## src/rtl/bsg_down_pkg.sv

```systemverilog
// Shared types and constants for the BSG downstream channel.
// Used by the IO ingress stage and the core-side read/output stages.
package bsg_down_pkg;

  localparam int DEPTH_LG    = 6;
  localparam int IO_W        = 8;
  localparam int WORD_W      = 16;
  localparam int TOKEN_WORDS = 4;
  localparam int TOK_LG      = (TOKEN_WORDS > 1) ? $clog2(TOKEN_WORDS) : 1;

  typedef logic [DEPTH_LG:0]   ptr_t;
  typedef logic [DEPTH_LG-1:0] addr_t;
  typedef logic [WORD_W-1:0]   word_t;
  typedef logic [IO_W-1:0]     byte_t;

  // Full when wrap bits differ and the entry indices match.
  function automatic logic ptr_full(ptr_t w, ptr_t r);
    return (w[DEPTH_LG] != r[DEPTH_LG]) &&
           (w[DEPTH_LG-1:0] == r[DEPTH_LG-1:0]);
  endfunction

endpackage

```

## src/rtl/bsg_down_token_counter.sv

```systemverilog
// Credit return: one token pulse per TOKEN_WORDS read-pointer advances.
// The advance is detected against a registered copy of rptr.
module bsg_down_token_counter
  import bsg_down_pkg::*;
(
  input  logic clk,
  input  logic rst,
  input  ptr_t rptr,
  output logic io_token_out
);

  ptr_t              rptr_q;
  logic [TOK_LG-1:0] tok_cnt;
  logic              adv;

  assign adv = (rptr != rptr_q);

  always_ff @(posedge clk) begin
    if (rst) begin
      rptr_q       <= '0;
      tok_cnt      <= '0;
      io_token_out <= 1'b0;
    end else begin
      rptr_q       <= rptr;
      io_token_out <= 1'b0;
      if (adv) begin
        if (tok_cnt == TOK_LG'(TOKEN_WORDS - 1)) begin
          tok_cnt      <= '0;
          io_token_out <= 1'b1;
        end else begin
          tok_cnt <= tok_cnt + 1'b1;
        end
      end
    end
  end

endmodule

```

## src/rtl/bsg_down_io_ingress.sv

```systemverilog
// IO-side write stage: packs byte pairs into words and fills the
// channel buffer, publishing wptr/wptr_t and returning credits.
module bsg_down_io_ingress
  import bsg_down_pkg::*;
(
  input  logic  clk,
  input  logic  rst,
  input  logic  io_valid_in,
  input  byte_t io_data_in,
  input  ptr_t  rptr,
  output logic  buf_we,
  output addr_t buf_waddr,
  output word_t buf_wdata,
  output ptr_t  wptr,
  output ptr_t  wptr_t,
  output logic  full,
  output logic  io_token_out,
  output logic  overflow_err
);

  logic  io_valid;
  byte_t io_data;
  logic  half;
  byte_t low_byte;

  assign full = ptr_full(wptr, rptr);

  always_ff @(posedge clk) begin
    if (rst) begin
      io_valid <= 1'b0;
      io_data  <= '0;
    end else begin
      io_valid <= io_valid_in;
      io_data  <= io_data_in;
    end
  end

  // wptr moves on the write edge so full never misses an in-flight word.
  always_ff @(posedge clk) begin
    if (rst) begin
      half         <= 1'b0;
      low_byte     <= '0;
      buf_we       <= 1'b0;
      buf_waddr    <= '0;
      buf_wdata    <= '0;
      wptr         <= '0;
      wptr_t       <= '0;
      overflow_err <= 1'b0;
    end else begin
      buf_we <= 1'b0;
      wptr_t <= wptr;
      if (io_valid) begin
        if (!half) begin
          low_byte <= io_data;
          half     <= 1'b1;
        end else begin
          half <= 1'b0;
          if (!full) begin
            buf_we    <= 1'b1;
            buf_waddr <= wptr[DEPTH_LG-1:0];
            buf_wdata <= {io_data, low_byte};
            wptr      <= wptr + 1'b1;
          end else begin
            overflow_err <= 1'b1;
          end
        end
      end
    end
  end

  bsg_down_token_counter u_tok (
    .clk          (clk),
    .rst          (rst),
    .rptr         (rptr),
    .io_token_out (io_token_out)
  );

endmodule
```

## config.mk

```make
export PLATFORM = sky130hd
export DESIGN_NAME = bsg_down_io_ingress
export DESIGN_NICKNAME = d
export VERILOG_FILES = /design/src/rtl/bsg_down_pkg.sv /design/src/rtl/bsg_down_token_counter.sv /design/src/rtl/bsg_down_io_ingress.sv
export SDC_FILE = /design/constraint.sdc
export NUM_CORES = 1
export LEC_CHECK = 0
export BUFFER_PORTS_ARGS = -buffer_cell sky130_fd_sc_hd__buf_2
export CAP_MARGIN = 20
export CORE_ASPECT_RATIO = 0.75
export CORE_MARGIN = 8
export CORE_UTILIZATION = 52
export CTS_CLUSTER_SIZE = 20
export DETAILED_ROUTE_END_ITERATION = 8
export PLACE_DENSITY = 0.87
export SLEW_MARGIN = 40
export SYNTH_ARGS = -nofsm -noshare
export SYNTH_HDL_FRONTEND = slang
export SYNTH_SLANG_ARGS = --single-unit
```

## constraint.sdc

```tcl
create_clock -name clk -period 2.7 [get_ports clk]
set_input_delay 0.27 -clock clk [delete_from_list [all_inputs] [get_ports clk]]
set_output_delay 0.27 -clock clk [all_outputs]
set_load 0.01 [all_outputs]
```

==> results of run 1 <==
-- area by class of cell --
class / count / area [µm²]
fill: 363 / 1580
multi-input combinational: 148 / 975
sequential: 66 / 1320
clock inverter: 5 / 30.0
clock buffer: 11 / 141
timing repair buffer: 59 / 300
tap: 57 / 71.3
-- worst min-delay path by stage --
stage	slack, ns	from	endpoint	cells past startpoint
finish	0.13	io_data_in[7]	io_data[7]$_SDFF_PP0_	2
global route	0.12	io_data_in[4]	io_data[4]$_SDFF_PP0_	2
CTS	0.12	io_data_in[7]	io_data[7]$_SDFF_PP0_	2
detailed placement	0.45	io_data[0]$_SDFF_PP0_	low_byte[0]$_SDFFE_PP0P_	2
global placement	0.44	io_data[2]$_SDFF_PP0_	low_byte[2]$_SDFFE_PP0P_	2
floorplan	0.35	rst	wptr_t[6]$_SDFF_PP0_	1
-- Yosys cell counts --
library cell  number
nand2b_1           2
buf_6              2
nor3_1             2
xnor2_1            5
nand4_1            4
mux2_1             3
and3_1             1
and2_1             1
and3b_1            1
xor2_1            10
buf_4              2
nor4_2             1
nor4_1             1
ha_1               2
nor2_1            33
mux2i_1           25
nor3b_1            2
nand2_1           18
a31oi_1            1
clkbuf_1           6
dfxtp_1           66
a21oi_1           10
mux2_2             2
nor2b_1           24
buf_1              3
-- power groups by stage --
stage	registers, mW	logic [mW]	clock network [mW]
global placement	1.03	0.0931	0
floorplan	1.03	0.0653	0
finish	1.01	0.0952	0.716
CTS	1.01	0.0961	0.732
global route	1.02	0.106	0.782
detailed placement	1.03	0.0952	0
-- through the flow --
stage	setup WS, ns	hold slack, ns	utilization	area, µm²	cells
global placement	0.922	0.441	0.604	2670	330
detailed placement	0.840	0.447	0.604	2670	330
floorplan	1.06	0.350	-	2360	227
finish	0.612	0.133	0.643	2840	346
CTS	0.610	0.121	0.643	2840	346
global route	0.470	0.124	0.643	2840	346
-- cells by family after synthesis --
| logic type | Yosys count | synth area share |
|---|---|---|
| fa+ha+maj | 2 | 0.0106 |
| compound gates | 11 | 0.0239 |
| xor+xnor | 15 | 0.0558 |
| buf+inv | 13 | 0.0303 |
| flops | 66 | 0.561 |
| simple gates | 90 | 0.189 |
| mux | 30 | 0.130 |
-- cells in the final DEF (no fill, tap or decap), types with 5 or more instances in the layout --
| cell type | synthesis | routed |
|---|---|---|
| a21oi_1 | 10 | 9 |
| buf_2 | 0 | 57 |
| clkbuf_8 | 0 | 10 |
| dfxtp_1 | 66 | 66 |
| mux2i_1 | 25 | 25 |
| nand2_1 | 18 | 18 |
| nor2_1 | 33 | 33 |
| nor2b_1 | 24 | 24 |
| xnor2_1 | 5 | 5 |
| xor2_1 | 10 | 10 |
-- state kept, by name (all words and copies together) (netlist names), 2 cells and up --
register and cells:
buf_wdata 16, wptr 7, u_tok.tok_cnt 2, u_tok.rptr_q 7, io_data 8, buf_waddr 6
wptr_t 7, low_byte 8
-- worst reg2reg max path, stage by stage, from the launching register on --
cell	delay, ns
dfxtp_1	0.48
xor2_1	0.20
nor3_1	0.11
a21oi_4	0.24
buf_4	0.39
mux2i_1	0.28
nor2_1	0.07
-- layer usage --
| metal | vias to the layer above | part of all wire | GRT usage |
|---|---|---|---|
| li1 | 854 | - | - |
| met1 | 777 | 0.44 | 0.160 |
| met2 | 44 | 0.47 | 0.242 |
| met3 | 4 | 0.085 | 0.0847 |
| met4 | 0 | 0.0092 | 0.0525 |
| met5 | - | 0 | 0 |
==> results.toml, run 1 <==
[clock_tree]
hold_buffers = 0
insertion_delay_ns = 0.34
clockBufferDepth = 2
cts_tree = "done"
cts_resized = 0
cts.sinks = 66
cts_buffers = 9
clock-root-buffer = "clkbuf_8"
cts.reportedPaths.clkPinSlew_ns = 0.07
h-tree-depth = 3
cts_setup_buffers = 0

[floorplan]
fp.dieArea_um2 = 6960
num_rows = 21
die_w_um = 93.7
io_pins = 58
core_area_um2 = 4410
die_y_um = 74.3
initial_core_util = 0.534

[critical_path]
end_kind = "primary output"
rr_startpoint = "wptr[5]$_SDFFE_PP0P_"
worstSetupPathType = "reg -> out"
setup.worst_path.end = "full"
cp_num_buf_inv = 1
cp-startpoint = "wptr[0]$_SDFFE_PP0P_"
start_kind = "register"
reg2reg_slack_ns = 0.80
cp_data_arrival_time_ns = 1.82
rr_endpoint = "buf_wdata[0]$_SDFFE_PP0P_"
slowest_delay_ns = 0.50
required_ns = 2.43
critPathSlowestCell = "dfxtp_1"
crit_chain = "xor2_1 -> nor3_1 -> and2_1 -> buf_2"
ff2ff_path_depth = 6
critPathTopFamily = "simple AND/OR/NAND/NOR gates"
worst-path-max-fanout = 7
path_depth = 4

[drt]
ant_nets = 0
drtPass1Iterations = 4
drt-initial-drc-count = 85
vias_per_cell = 4.85
route.vias.total = 1679
drt-wirelength-per-cell_um = 14.2
routed_wl_um = 4920
drc_errors = 0

[timing]
drv_slew = 0
min_period_over_period = 0.773
tns_ns = 0
rsz0062_at_grt = "false"
finalClockSkew_ns = 0.00782
period_needed_ns = 2.09
hold_viol_final = 0
max_clock_freq_mhz = 479
finalSetupViolations = 0
slew_headroom = 0.592
worst_pin_slew_ns = 0.610

[pwr]
p_per_area_nw_per_um2 = 643
p_seq_frac = 0.555
leakagePower_nw = 1.26
power_mw = 1.82
clock_power_share = 0.393
p_sw_frac = 0.236
comb_power_share = 0.052
intPower_mw = 1.39
peakVddDrop_uv = 446
p_switching_mw = 0.431

[yosys]
synth_top_area_frac = 0.561
synth_area_um2 = 2360
ys_types = 25
yosysWarningCount = 0
yosysSeqAreaShare = 0.561
synth_area_leader_cell = "dfxtp_1"
avgSynthCellArea_um2 = 10.4
synthCells = 227
synth_area_leaders = "dfxtp_1 (56%), mux2i_1 (11%), nor2b_1 (6.4%), nor2_1 (5.3%), xor2_1 (3.7%)"
ys_ff_latch = 66
synth_nets = 247

[grt]
grt_pass1_wl_um = 7810
antenna_found_initial = 0
grt_usage = 0.149
grt_max_degree = 43
globalRouteOverflowTotal = 0
grt_pass1_vias = 1634

[status]
status = "completed"

[layout]
area_delta_synth_final_pct = 20.5
diodes = 0
drive_gt1_frac = 0.270
fin_nets = 304

[placed_design]
port_buffers = 57
gp_congestion = 0.778
hpwl_um = 3470

[hold_path]
hp-class = "in -> reg"

[job]
maxCapViolCount = 0
Note: power is estimated with default switching activity, not from simulation.
==> run 2: changes to the inputs <==
--- a/config.mk
+++ b/config.mk
@@ -5,14 +5,15 @@
 export SDC_FILE = /design/constraint.sdc
 export NUM_CORES = 1
 export LEC_CHECK = 0
+export ABC_AREA = 1
 export BUFFER_PORTS_ARGS = -buffer_cell sky130_fd_sc_hd__buf_2
 export CAP_MARGIN = 20
 export CORE_ASPECT_RATIO = 0.75
 export CORE_MARGIN = 8
-export CORE_UTILIZATION = 52
+export CORE_UTILIZATION = 48
 export CTS_CLUSTER_SIZE = 20
 export DETAILED_ROUTE_END_ITERATION = 8
-export PLACE_DENSITY = 0.87
+export PLACE_DENSITY = 0.84
 export SLEW_MARGIN = 40
 export SYNTH_ARGS = -nofsm -noshare
 export SYNTH_HDL_FRONTEND = slang
==> constraint.sdc (replaced) <==
create_clock -name clk -period 1.8 [get_ports clk]
set_input_delay 0.18 -clock clk [delete_from_list [all_inputs] [get_ports clk]]
set_output_delay 0.18 -clock clk [all_outputs]
set_load 0.01 [all_outputs]
==> results.toml, run 2 <==
[yosys]
synth_area_leaders = "dfxtp_1 (50%), a21oi_2 (6.6%), nor2_1 (6.1%), nand3_1 (5.8%), nand2_2 (4.7%)"
synth_top_area_frac = 0.496
async_reset_ff_frac = 0
yosysSeqAreaShare = 0.496
ys_types = 27
synth_edf_count = 0
ys_ff_latch = 66
synth_area_leader_cell = "dfxtp_1"
synth_nets = 331
synthFlopType = "dfxtp_1"
synth_most_common_cell = "dfxtp_1"
synthTopCellsByCount = "dfxtp_1 (66), nor2_1 (43), nand3_1 (31)"
synthCells = 311
synth_area_um2 = 2660
avgSynthCellArea_um2 = 8.56
yosysWarningCount = 0

[pwr]
comb_power_share = 0.062
clock_power_share = 0.434
p_sw_frac = 0.226
p_switching_mw = 0.692
intPower_mw = 2.37
leakagePower_nw = 1.47
peakVddDrop_uv = 499
p_per_area_nw_per_um2 = 940
p_seq_frac = 0.504

[drt]
drt-initial-drc-count = 115
drt-wirelength-per-cell_um = 12.9
route.vias.total = 2176
drtPass1Iterations = 4
vias_per_cell = 4.78
ant_nets = 0
routed_wl_um = 5880
drc_errors = 0

[critical_path]
start_kind = "register"
cp_data_arrival_time_ns = 1.47
required_ns = 1.62
slowest_delay_ns = 0.40
worstSetupPathType = "reg -> out"
rr_startpoint = "wptr[0]$_SDFFE_PP0P_"
worst-path-max-fanout = 9
critPathSlowestCell = "dfxtp_2"
end_kind = "primary output"
crit_chain = "xnor2_1 -> nand2_1 -> nor2_2 -> nand2_4 -> inv_2 -> buf_2"
cp-startpoint = "wptr[0]$_SDFFE_PP0P_"

[timing]
finalClockSkew_ns = 0.00648
hold_viol_final = 0
drv_slew = 0
max_clock_freq_mhz = 605
tns_ns = 0
worst_pin_slew_ns = 0.421
finalSetupViolations = 0
period_needed_ns = 1.65
fin_hold_ws_ns = 0.0403
slew_headroom = 0.718
rsz0062_at_grt = "false"
min_period_over_period = 0.918

[grt]
globalRouteOverflowTotal = 0
grt_usage = 0.145
grt_pass1_vias = 2013
grt_pass1_wl_um = 9290
antenna_found_initial = 0
grt_max_degree = 33

[job]
maxCapViolCount = 0

[layout]
stdcell_count = 455
final_common_cell = "dfxtp_1"
top_regs = "buf_wdata: 16 flops, io_data: 8 flops, low_byte: 8 flops"
regMostFlops = "buf_wdata"
final_cell_mix = "dfxtp_1 (64), buf_2 (57), nor2_1 (43), nand3_1 (31)"
diodes = 0
area_delta_synth_final_pct = 22.2
drive_gt1_frac = 0.355
largest_reg_flops = 16
fin_nets = 395

[floorplan]
fp.dieArea_um2 = 8210
io_pins = 58
num_rows = 23
initial_core_util = 0.497
core_area_um2 = 5350
die_y_um = 80.5
die_w_um = 102

[clock_tree]
insertion_delay_ns = 0.33
cts_buffers = 9
cts_tree = "done"
clockBufferDepth = 2
hold_buffers = 0
h-tree-depth = 3
clock-root-buffer = "clkbuf_8"
cts.reportedPaths.clkPinSlew_ns = 0.07
cts.sinks = 66

[placed_design]
dp.cells = 433
hpwl_um = 4210
port_buffers = 57
gp_congestion = 0.837

[hold_path]
hp-class = "in -> reg"
hold_path.startpoint = "io_valid_in"

[status]
status = "completed"
-- run 2: cell count changes in the layout (fill, tap and decap cells not counted), sizes merged, moves of 12 or more --
cell	delta
a21oi	+18
mux2i	-25
inv	+32
nor2b	-24
nor2	+12
nand3	+32
nand2	+35
-- run 2: repair_timing --
action | in CTS | in global routing
endpoints found under the setup margin | 0 | 1
buffers inserted | 0 | 5
gates resized for setup | 0 | 2
-- run 2: per-layer routing --
metal,vias to the layer above,track usage,part of all wire
li1,1105,-,-
met1,991,0.169,0.44
met4,0,0.0511,0.0085
met2,76,0.220,0.45
met5,-,0,0
met3,4,0.0777,0.10
-- run 2: cell type report --
class | instances | area, µm²
tap | 75 | 93.8
clock inverter | 6 | 91.3
sequential | 66 | 1320
clock buffer | 10 | 128
fill | 472 | 2100
multi-input combinational | 195 | 1100
timing repair buffer | 70 | 395
inverter | 33 | 124
-- run 2: logic make-up after synthesis --
group / Yosys count / share of synthesized area
flip-flops: 66 / 0.496
XOR/XNOR: 16 / 0.0526
buffers and inverters: 51 / 0.0935
AO/OA/AOI/OAI: 36 / 0.0959
AND/OR/NAND/NOR: 140 / 0.252
adder cells (fa/ha/maj): 2 / 0.00940
-- run 2: stage by stage --
stage           util  total power, mW  setup slack (ns)  cell area (µm²)
2_1_floorplan      -             1.70             0.457             2660
3_3_place_gp   0.558             1.75             0.325             2990
3_5_place_dp   0.558             1.76             0.210             2990
4_1_cts        0.599             3.08           0.00721             3210
5_1_grt        0.608             3.19            0.0217             3250
6_report       0.608             3.06             0.148             3250
-- run 2: worst paths after layout --
check / cells after the start / end / slack, ns
setup reg to reg: 8 / wptr[4]$_SDFFE_PP0P_ / 0.18
hold / removal: 3 / io_valid$_SDFF_PP0_ / 0.04
hold reg to reg: 2 / buf_wdata[14]$_SDFFE_PP0P_ / 0.46
setup / recovery: 6 / full / 0.15
-- run 2: worst max-delay path: cells and delay by family, from the launching register on --
kind | cells | cell delay (ns)
and+or+nand+nor | 3 | 0.40
xor gates and xnor gates | 1 | 0.13
buffers and inverters | 2 | 0.21
DFF | 1 | 0.40
-- run 2: power groups by stage --
| stage | clock network, mW | logic, mW | registers, mW |
|---|---|---|---|
| 2_1_floorplan | 0 | 0.136 | 1.56 |
| 3_3_place_gp | 0 | 0.182 | 1.57 |
| 3_5_place_dp | 0 | 0.189 | 1.57 |
| 4_1_cts | 1.35 | 0.190 | 1.54 |
| 5_1_grt | 1.43 | 0.214 | 1.54 |
| 6_report | 1.33 | 0.191 | 1.54 |
==> run 3: changes to the inputs <==
--- a/config.mk
+++ b/config.mk
@@ -5,12 +5,11 @@
 export SDC_FILE = /design/constraint.sdc
 export NUM_CORES = 1
 export LEC_CHECK = 0
-export ABC_AREA = 1
 export BUFFER_PORTS_ARGS = -buffer_cell sky130_fd_sc_hd__buf_2
 export CAP_MARGIN = 20
 export CORE_ASPECT_RATIO = 0.75
 export CORE_MARGIN = 8
-export CORE_UTILIZATION = 48
+export CORE_UTILIZATION = 47
 export CTS_CLUSTER_SIZE = 20
 export DETAILED_ROUTE_END_ITERATION = 8
 export PLACE_DENSITY = 0.84
==> results.toml, run 3 (synthesis results as in run 1) <==
[floorplan]
fp.dieArea_um2 = 7560
die_y_um = 77.3
num_rows = 22
io_pins = 58
core_area_um2 = 4870
die_w_um = 97.8
initial_core_util = 0.484

[critical_path]
cp_data_arrival_time_ns = 1.56
worst-path-max-fanout = 6
crit_chain = "xor2_2 -> nor4_4 -> and2_4 -> buf_2"
worstSetupPathType = "reg -> out"
critPathSlowestCell = "dfxtp_4"
start_kind = "register"
end_kind = "primary output"
critPathTopFamily = "simple AND/OR/NAND/NOR gates"
cp_num_buf_inv = 1
slowest_delay_ns = 0.37
required_ns = 1.62

[grt]
grt_pass1_wl_um = 8410
grt_usage = 0.141
globalRouteOverflowTotal = 0
antenna_found_initial = 0
grt_max_degree = 27
grt_pass1_vias = 1722

[layout]
top_regs = "buf_wdata: 16 flops, io_data: 8 flops, low_byte: 8 flops"
final_common_cell = "dfxtp_1"
stdcell_count = 358
final_util = 0.615
fin_nets = 314
fillers = 420
regMostFlops = "buf_wdata"
fin_area_um2 = 2990
area_delta_synth_final_pct = 27.1
diodes = 0
largest_reg_flops = 16
drive_gt1_frac = 0.312
final_cell_mix = "dfxtp_1 (65), buf_2 (57), nor2_1 (33), mux2i_1 (25), nor2b_1 (24)"

[clock_tree]
clockBufferDepth = 2
clock-root-buffer = "clkbuf_8"
cts.reportedPaths.clkPinSlew_ns = 0.07
insertion_delay_ns = 0.34
cts.sinks = 66
h-tree-depth = 3
cts_buffers = 9
cts_tree = "done"

[drt]
route.vias.total = 1735
drtPass1Iterations = 4
drt-initial-drc-count = 90
drt-wirelength-per-cell_um = 14.6
vias_per_cell = 4.85
routed_wl_um = 5220
drc_errors = 0
ant_nets = 0

[timing]
tns_ns = 0
max_clock_freq_mhz = 576
finalSetupViolations = 0
slew_headroom = 0.550
min_period_over_period = 0.965
drv_slew = 0
period_needed_ns = 1.74
hold_viol_final = 0
worst_pin_slew_ns = 0.674
finalClockSkew_ns = 0.0136

[placed_design]
port_buffers = 57
hpwl_um = 3770
dp.cells = 341
gp_congestion = 0.846
dpl-instance-area_um2 = 2740

[pwr]
leakagePower_nw = 1.34
p_per_area_nw_per_um2 = 955
peakVddDrop_uv = 607
power_mw = 2.86

[status]
status = "completed"

[job]
maxCapViolCount = 0

[hold_path]
hp-class = "in -> reg"
run 3: cell type report:
class / instances / area [µm²] / share of cell area
clock inverter: 3 / 40.0 / 0.0134
tap: 60 / 75.1 / 0.0251
timing repair buffer: 69 / 388 / 0.130
sequential: 66 / 1330 / 0.443
clock buffer: 12 / 145 / 0.0485
multi-input combinational: 148 / 1020 / 0.341
run 3: layer usage:
metal	vias to the layer above	global-route usage	wire [µm]
li1	873	-	-
met1	813	0.165	2410
met2	43	0.208	2400
met3	6	0.0685	337
met4	0	0.0744	70
met5	-	0	0
run 3: final timing paths:
kind | slack (ns) | startpoint | cells past startpoint | end
hold reg to reg | 0.45 | io_data[5]$_SDFF_PP0_ | 2 | low_byte[5]$_SDFFE_PP0P_
setup / recovery | 0.06 | wptr[4]$_SDFFE_PP0P_ | 4 | full
hold / removal | 0.05 | io_data_in[7] | 2 | io_data[7]$_SDFF_PP0_
setup reg to reg | 0.08 | wptr[4]$_SDFFE_PP0P_ | 6 | wptr[6]$_SDFFE_PP0P_
run 3: metrics by stage:
stage                     worst slack [ns]  hold slack (ns)
after floorplan                      0.157            0.260
after global placement               0.164            0.389
after detailed placement            0.0860            0.396
after CTS                         0.000829           0.0444
after global routing              -0.00313           0.0391
final                               0.0626           0.0495
run 3: worst reg2reg max path: cells and delay by family, from the launching register on:
| family | cells | cell delay (ns) |
|---|---|---|
| muxes | 1 | 0.34 |
| buffers and inverters | 1 | 0.17 |
| AOI/OAI and AO/OA | 1 | 0.08 |
| and+or+nand+nor | 2 | 0.46 |
| xor gates and xnor gates | 1 | 0.19 |
| DFF | 1 | 0.37 |
run 3: timing repair:
item,4_1_cts,5_1_grt
pin swaps,1,1
setup buffers,0,2
gates resized for setup,2,7
hold buffers,0,0
endpoints found under the hold margin,0,0
endpoints found under the setup margin,1,2
run 3: power by group:
part	leakage, nW	switching, mW	internal, mW	total [mW]
sequential	0.538	0.0203	1.50	1.52
combinational	0.708	0.0897	0.0724	0.162
clock	0.0962	0.516	0.666	1.18
